**src/rtl/pluto_sweep_pkg.sv**
```systemverilog
// Shared types and default widths for the Pluto TX sweep sequencer.
// Holds the FSM state encoding and the per-state control output decode.
package pluto_sweep_pkg;

  localparam int unsigned LEN_W_DEF  = 32;
  localparam int unsigned GAP_W_DEF  = 16;
  localparam int unsigned REP_W_DEF  = 8;
  localparam int unsigned IQ_LAT_DEF = 4;
  localparam int unsigned INC_W      = 16;

  typedef enum logic [2:0] {
    ST_IDLE,
    ST_CLEAR,
    ST_RUN,
    ST_GAP,
    ST_DONE
  } state_e;

  typedef struct packed {
    logic sweep_reset;
    logic sweep_enable;
    logic busy;
    logic done;
  } ctrl_t;

  // Control outputs that accompany a given state; registered alongside the state.
  function automatic ctrl_t ctrl_for(input state_e s);
    ctrl_t c;
    c.sweep_reset  = 1'b1;
    c.sweep_enable = 1'b0;
    c.busy         = 1'b1;
    c.done         = 1'b0;
    case (s)
      ST_IDLE: c.busy = 1'b0;
      ST_RUN: begin
        c.sweep_reset  = 1'b0;
        c.sweep_enable = 1'b1;
      end
      ST_DONE: c.done = 1'b1;
      default: c.busy = 1'b1;
    endcase
    return c;
  endfunction

endpackage

```
**src/rtl/sweep_sequencer_bit_delay.sv**
```systemverilog
// 1-bit shift register with synchronous active-high reset.
// DEPTH=0 degenerates to a combinational pass-through.
module bit_delay #(
  parameter int unsigned DEPTH = 4
) (
  input  logic clk,
  input  logic reset,
  input  logic i_d,
  output logic o_q
);

  generate
    if (DEPTH == 0) begin : g_pass
      assign o_q = i_d;
    end else begin : g_shift
      logic [DEPTH-1:0] r_sh;

      always_ff @(posedge clk) begin
        if (reset) begin
          r_sh <= '0;
        end else begin
          r_sh[0] <= i_d;
          for (int i = 1; i < int'(DEPTH); i++) begin
            r_sh[i] <= r_sh[i-1];
          end
        end
      end

      assign o_q = r_sh[DEPTH-1];
    end
  endgenerate

endmodule

```
**src/rtl/sweep_sequencer.sv**
```systemverilog
// Sequences repeated linear chirps: drives the sweep NCO reset/enable/increment
// and steers the I/Q mux to the generator while a sweep is running.
module sweep_sequencer
  import pluto_sweep_pkg::*;
#(
  parameter int unsigned LEN_W  = LEN_W_DEF,
  parameter int unsigned GAP_W  = GAP_W_DEF,
  parameter int unsigned REP_W  = REP_W_DEF,
  parameter int unsigned IQ_LAT = IQ_LAT_DEF
) (
  input  logic                    clk,
  input  logic                    reset,
  input  logic                    start,
  input  logic                    abort,
  input  logic                    valid,
  input  logic [INC_W-1:0]        cfg_increment,
  input  logic [LEN_W-1:0]        cfg_sweep_len,
  input  logic [GAP_W-1:0]        cfg_gap_len,
  input  logic [REP_W-1:0]        cfg_repeats,
  output logic                    sweep_reset,
  output logic                    sweep_enable,
  output logic [INC_W-1:0]        sweep_increment,
  output logic                    iq_sel,
  output logic                    busy,
  output logic                    done,
  output logic [REP_W-1:0]        sweep_count
);

  state_e           r_state;
  ctrl_t            r_ctrl;
  logic [INC_W-1:0] r_inc;
  logic [LEN_W-1:0] r_len;
  logic [GAP_W-1:0] r_gap;
  logic [REP_W-1:0] r_reps;
  logic [REP_W-1:0] r_count;
  logic [LEN_W-1:0] r_cnt;

  logic             w_len_last;
  logic             w_gap_last;
  logic [REP_W-1:0] w_count_inc;
  logic             w_reps_hit;

  assign w_len_last  = (r_cnt == (r_len - LEN_W'(1)));
  assign w_gap_last  = (r_cnt == (LEN_W'(r_gap) - LEN_W'(1)));
  assign w_count_inc = r_count + REP_W'(1);
  assign w_reps_hit  = (r_reps != '0) && (w_count_inc == r_reps);

  // Single-process FSM; control outputs are registered with the next state.
  always_ff @(posedge clk) begin
    if (reset) begin
      r_state <= ST_IDLE;
      r_ctrl  <= ctrl_for(ST_IDLE);
      r_inc   <= '0;
      r_len   <= '0;
      r_gap   <= '0;
      r_reps  <= '0;
      r_count <= '0;
      r_cnt   <= '0;
    end else if (abort && (r_state != ST_IDLE)) begin
      // Abort wins over completion and start; sweep_count is left untouched.
      r_state <= ST_IDLE;
      r_ctrl  <= ctrl_for(ST_IDLE);
      r_cnt   <= '0;
    end else begin
      case (r_state)
        ST_IDLE: begin
          if (start && !abort) begin
            r_inc   <= cfg_increment;
            r_len   <= cfg_sweep_len;
            r_gap   <= cfg_gap_len;
            r_reps  <= cfg_repeats;
            r_count <= '0;
            r_cnt   <= '0;
            // Generator is already held in reset here, so CLEAR is not needed.
            if (cfg_sweep_len == '0) begin
              r_state <= ST_DONE;
              r_ctrl  <= ctrl_for(ST_DONE);
            end else begin
              r_state <= ST_RUN;
              r_ctrl  <= ctrl_for(ST_RUN);
            end
          end
        end

        ST_CLEAR: begin
          r_state <= ST_RUN;
          r_ctrl  <= ctrl_for(ST_RUN);
        end

        ST_RUN: begin
          if (valid) begin
            if (w_len_last) begin
              r_cnt   <= '0;
              r_count <= w_count_inc;
              if (w_reps_hit) begin
                r_state <= ST_DONE;
                r_ctrl  <= ctrl_for(ST_DONE);
              end else if (r_gap == '0) begin
                r_state <= ST_CLEAR;
                r_ctrl  <= ctrl_for(ST_CLEAR);
              end else begin
                r_state <= ST_GAP;
                r_ctrl  <= ctrl_for(ST_GAP);
              end
            end else begin
              r_cnt <= r_cnt + LEN_W'(1);
            end
          end
        end

        ST_GAP: begin
          if (valid) begin
            if (w_gap_last) begin
              r_cnt   <= '0;
              r_state <= ST_RUN;
              r_ctrl  <= ctrl_for(ST_RUN);
            end else begin
              r_cnt <= r_cnt + LEN_W'(1);
            end
          end
        end

        default: begin
          r_state <= ST_IDLE;
          r_ctrl  <= ctrl_for(ST_IDLE);
        end
      endcase
    end
  end

  // The registered enable doubles as the run flag feeding the I/Q lag line.
  bit_delay #(
    .DEPTH (IQ_LAT)
  ) u_iq_delay (
    .clk   (clk),
    .reset (reset),
    .i_d   (r_ctrl.sweep_enable),
    .o_q   (iq_sel)
  );

  assign sweep_reset     = r_ctrl.sweep_reset;
  assign sweep_enable    = r_ctrl.sweep_enable;
  assign busy            = r_ctrl.busy;
  assign done            = r_ctrl.done;
  assign sweep_increment = r_inc;
  assign sweep_count     = r_count;

endmodule
```
**config.mk**
```make
export PLATFORM = sky130hd
export DESIGN_NAME = sweep_sequencer
export DESIGN_NICKNAME = d
export VERILOG_FILES = /design/src/rtl/pluto_sweep_pkg.sv /design/src/rtl/sweep_sequencer_bit_delay.sv /design/src/rtl/sweep_sequencer.sv
export SDC_FILE = /design/constraint.sdc
export NUM_CORES = 1
export LEC_CHECK = 0
export CAP_MARGIN = 15
export CORE_ASPECT_RATIO = 1.1
export CORE_MARGIN = 2
export CORE_UTILIZATION = 55
export DETAILED_ROUTE_END_ITERATION = 10
export GPL_TIMING_DRIVEN = 0
export PLACE_DENSITY = 0.92
export SETUP_SLACK_MARGIN = 0.3
export SLEW_MARGIN = 0
export SYNTH_ARGS = -nofsm -noshare
export SYNTH_HDL_FRONTEND = slang
export SYNTH_HIERARCHICAL = 1
export SYNTH_SLANG_ARGS = --single-unit
```
**constraint.sdc**
```tcl
create_clock -name clk -period 4.39 [get_ports clk]
set_input_delay 1.317 -clock clk [delete_from_list [all_inputs] [get_ports clk]]
set_output_delay 1.317 -clock clk [all_outputs]
set_load 0.05 [all_outputs]
```
# == Word level (Yosys, flattened, before mapping) ==
# Cells that the tools add are included.
# word_totals
ff_bits,123
input_bits,77
output_inout_bits,29
elab_cells,71
# classes
add_sub_neg,4
n_eq_ne,11
muxes,27
bitwise_logic,1
n_reduce_logical,16
# ops
operator,count
two-way mux 32 bit,5
case mux 32 bit (3 select lines),1
equality test 32 bit,2
"adder 32 x 1 -> 32 bit, second input constant",1
logical NOT 32 bit,1
"subtractor 32 x 1 -> 32 bit, second input constant",1
two-way mux 4 bit,6
two-way mux 8 bit,3
two-way mux 3 bit,7
"subtractor 16 x 1 -> 17 bit, second input constant",1
logical NOT 16 bit,1
case mux 4 bit (4 select lines),1
case mux 8 bit (2 select lines),1
case mux 3 bit (4 select lines),1
"inequality test 2 bit, second input constant",5
AND reduction 5 bit,2
"adder 8 x 1 -> 8 bit, second input constant",1
equality test 8 bit,1
nonzero test 8 bit,1
"equality test 3 x 2 -> 1 bit, second input constant",2
nonzero test 3 bit,2
AND reduction 4 bit,1
"equality test 3 x 1 -> 1 bit, second input constant",1
logical AND 1 bit,3
8 further kinds,8

# == Logic depth before layout (Yosys ltp) ==
# Gate-level depths: netlist (run 1).
# logic_depth
ltp_word,7
mapped_depth,13
depth_no_buf,11

# == Cells and area by module ==
# The synthesis (run 1) kept the hierarchy.
# by_module_without_submodules
mod,n_inst,cells_per_inst,area_per_inst_um2,seq_area_each_um2
sweep_sequencer,1,904,6772.7,2362.3
bit_delay,1,8,105.1,80.1

# == Worst setup path before layout (run 1) ==
# No wires, ideal clock.
# synth_path
path_type,register to register
start,register r_len[5]
end,register r_cnt[10]
setup_ns,0.124
t_arrival_ns,3.359
required_time_ns,4.266
slack_ns,0.907
stages_incl_launch_ff,14
synth_period_minus_slack_ns,3.483
cell_sequence,dfxtp_1 > buf_6 > or4_4 > or4_1 > buf_2 > or4_1 > a211oi_1 > and4_1 > and4_1 > buf_2 > o22ai_2 > buf_2 > a31oi_1 > o22ai_1
# synth_via
elab_chain_len,5
# synth_lines
item,line,source
from (decl),sweep_sequencer.sv:32,logic [LEN_W-1:0] r_len;
from (signal assigned),sweep_sequencer.sv:69,r_len <= cfg_sweep_len;
subtractor 32 x 1 -> 32 bit,sweep_sequencer.sv:43,assign w_len_last = (r_cnt == (r_len - LEN_W'(1)));
equality test 32 bit,sweep_sequencer.sv:43,
two-way mux 32 bit,sweep_sequencer.sv:92,if (w_len_last) begin
two-way mux 32 bit,sweep_sequencer.sv:91,if (valid) begin
case mux 32 bit (3 select lines),sweep_sequencer.sv:65,case (r_state)
to (signal assigned),sweep_sequencer.sv:106,r_cnt <= r_cnt + LEN_W'(1);
to (signal assigned),sweep_sequencer.sv:118,r_cnt <= r_cnt + LEN_W'(1);
to (decl),sweep_sequencer.sv:36,logic [LEN_W-1:0] r_cnt;
# No other way between the ends. The select of a mux whose other input is x is not followed.
# A chain may end at the register's enable or synchronous reset.

# == Final worst setup path (run 1) ==
# layout_path
start,register r_len[5]
end,register r_cnt[5]
# Same word-level chain as after synthesis.

==> results.json, run 1 <==
{
  "synth-async-reset-ratio_pct": 0,
  "swShare_pct": 35.2,
  "p_int_mw": 2.57,
  "core_mm2": 0.0121,
  "regToRegSetupSlack_ps": 370,
  "synth_compound_area_share_pct": 16.2,
  "setup_violations": 0,
  "top_layer": "met4",
  "syn_area_per_cell_um2": 7.54,
  "tightest_slew_ps": 685,
  "tns_ps": 0,
  "ys_ff_latch": 122,
  "worst-r2r-cell-count": 13,
  "yosys_warnings": 6,
  "grt_max_degree": 17,
  "core.rowCount": 42,
  "io_buffers": 105,
  "routed_wl_um": 21000,
  "rsz0062_at_grt": "no",
  "status": "completed",
  "cts-htree-levels": 4,
  "ys_top_cells_by_area": "dfxtp_1 (36%), nand2_1 (10%), xnor2_1 (7.0%)",
  "clockBufferDepth": 2,
  "drc_errors": 0,
  "wl_met3_um": 1660,
  "dieArea_mm2": 0.0134,
  "synth_area_mm2": 0.00688,
  "slowest_stage": "or4_4",
  "finalHoldViolCount": 0,
  "dr_wl_met2_um": 10100,
  "fin_crit_sh_pct": 91.5,
  "synth.area.mux_share_pct": 1.47,
  "cts_num_sinks": 122,
  "hpwl_um": 14200,
  "grtUsageTotal_pct": 30.6,
  "crit_start": "r_len[5]",
  "hold_end": "sweep_increment[10]",
  "io_pins": 106,
  "clkPwrFrac_pct": 36.5,
  "crit_fanout": 10,
  "overflow": 0,
  "hold_buffers": 0,
  "die_h_um": 121,
  "first_global_vias": 7206,
  "drive_gt1_share_pct": 5.34,
  "vdd_drop_max_v": 0.000272,
  "num_vias": 7542,
  "path_clk_slew_ps": 60,
  "drv_slew": 0,
  "synth_edf_count": 0,
  "die_x_um": 111,
  "cts_buffers": 17,
  "syn_nets": 993,
  "layout_min_cycle_time_ps": 4020,
  "synthSimpleGateAreaFrac_pct": 30.6,
  "r2r_start": "r_len[5]",
  "drt-initial-drc-count": 750,
  "grt_first_pass_wirelength_um": 33800,
  "ant_nets": 0,
  "combPwrFrac_pct": 31.0,
  "layout_common_cells": "nand2_1 (190), dfxtp_1 (122), clkdlybuf4s50_1 (105)",
  "leakage_nw": 3.09,
  "clock_latency_ps": 420,
  "power_switching_mw": 1.40,
  "end_kind": "flip-flop",
  "yosysTopAreaCell": "dfxtp_1",
  "wire_per_inst_um": 17.4,
  "cts_tree": "done",
  "path_cells": "buf_6 -> or4_4 -> or4_1 -> buf_2 -> or4_1 -> a211oi_1 -> and4_1 -> and4_1 -> clkbuf_4 -> o22ai_4 -> clkbuf_4 -> a31oi_1 -> mux2i_1",
  "hold_depth": 2,
  "synth.top_cell.area_share_pct": 35.5,
  "synthAdderAreaFrac_pct": 0.728,
  "worstSetupStartpointType": "flip-flop",
  "cts-root-buf": "clkbuf_16",
  "critPathKind": "flip-flop to flip-flop",
  "arrival_ps": 4300,
  "ys_types": 61,
  "powerDensity_mw_per_mm2": 453,
  "initial_core_util_pct": 56.7,
  "vias_per_cell": 6.27,
  "ys.flop_type": "dfxtp_1",
  "max_freq_ghz": 0.249,
  "final_common_cell": "nand2_1",
  "r2r-end": "r_cnt[5]",
  "nNetsFinal": 1117,
  "ys_seq_area_share_pct": 35.5,
  "required_ps": 4680,
  "max_slew_margin_pct": 53.9,
  "clock_skew_ps": 5.63,
  "hold_class": "flip-flop to flip-flop",
  "holdWs_ps": 453,
  "synth_cells": 912,
  "synth-xor-area-share_pct": 10.6,
  "firstDrtPassIters": 8,
  "min_from": "sweep_increment[10]",
  "routedLengthMet1_um": 8220,
  "synth_top_family_by_area": "simple AND/OR/NAND/NOR gates",
  "slowest_delay_ps": 580,
  "antenna_cells": 0,
  "syn_to_final_growth_pct": 27.5,
  "maxCapViolCount": 0,
  "seqPwrFrac_pct": 32.6,
  "gp_congestion": 0.933,
  "antenna_found_initial": 0
}
-- worst max-delay path by stage --
stage | slack (ps) | to | cells past startpoint
6_report | 370 | r_cnt[5] | 13
3_5_place_dp | 180 | r_cnt[12] | 13
5_1_grt | 270 | r_cnt[6] | 10
2_1_floorplan | 910 | r_cnt[10] | 13
4_1_cts | 380 | r_cnt[12] | 13
3_3_place_gp | 310 | r_cnt[12] | 13
-- cells in the mapped netlist (all sizes together) (7+ instances only) --
library cell and n:
nand2 191, dfxtp 122, a21oi 93, clkbuf 57, xnor2 55, nor2 41
nor4 33, nand3 30, nand4 28, xor2 28, nor3 26, o21ai 21
a31oi 15, inv 15, and3 13, o311ai 13, buf 12, or3 11
or4 10, mux2i 9, and4 8, nor2b 7, or2 7
-- metrics by stage --
| stage | instances | area, um^2 | utilization [%] | power, mW | worst slack [ps] |
|---|---|---|---|---|---|
| 2_1_floorplan | 912 | 6880 | - | 2.11 | 907 |
| 3_3_place_gp | 1171 | 8120 | 66.9 | 2.42 | 313 |
| 3_5_place_dp | 1171 | 8120 | 66.9 | 2.45 | 181 |
| 4_1_cts | 1203 | 8730 | 71.9 | 3.91 | 384 |
| 5_1_grt | 1203 | 8770 | 72.2 | 4.10 | 271 |
| 6_report | 1203 | 8770 | 72.2 | 3.97 | 374 |
-- sequential cells by signal (all words and copies together), names as in the netlist, 2 cells and up --
register / count
r_cnt: 32
r_gap: 16
r_len: 32
r_reps: 8
r_state: 2
sweep_count: 8
sweep_increment: 16
u_iq_delay/g_shift.r_sh: 4
-- kinds of logic after synthesis --
family,Yosys count
simple gates,426
compound gates,183
flops,122
buf+inv,84
xor+xnor,83
mux,10
fa+ha+maj,4
-- area by class of cell --
cell class                      count  area (um^2)
Inverter                           15         56.3
Buffer                             69          287
Sequential cell                   122         2440
Multi-Input combinational cell    706         4140
Timing Repair Buffer              105         1050
Clock inverter                     14          174
Clock buffer                       18          429
Fill cell                         817         3370
Tap cell                          154          193
-- routing by layer --
metal / track usage [%] / up-vias
met5: 0 / -
met4: 18.1 / 0
met3: 6.14 / 104
met2: 52.3 / 433
met1: 35.7 / 3507
li1: - / 3498
-- what timing repair did --
| action | 4_1_cts | 5_1_grt |
|---|---|---|
| setup buffers | 0 | 0 |
| resized for setup | 1 | 9 |
| endpoints found under the setup margin | 34 | 41 |
| endpoints found under the hold margin | 0 | 0 |
-- power groups by stage --
stage	logic (mW)	clock network, mW	registers, mW
after detailed placement	1.14	0	1.31
final	1.23	1.45	1.29
after global placement	1.12	0	1.30
after floorplan	0.741	0	1.37
after global routing	1.31	1.49	1.30
after CTS	1.18	1.44	1.29
-- critical path, delay by kind of cell, from the launching register on --
kind / cells / cell delay, ps
buf+inv: 4 / 780
flops: 1 / 300
simple gates: 5 / 2110
compound gates: 3 / 580
mux: 1 / 110
No activity file was read; power rests on OpenSTA's default activity.
==> run 2, diff against run 1 <==
- CTS_CLUSTER_DIAMETER: default -> 200
==> results of run 2 <==
Final layout, timing and power as in run 1 (identical DEF).
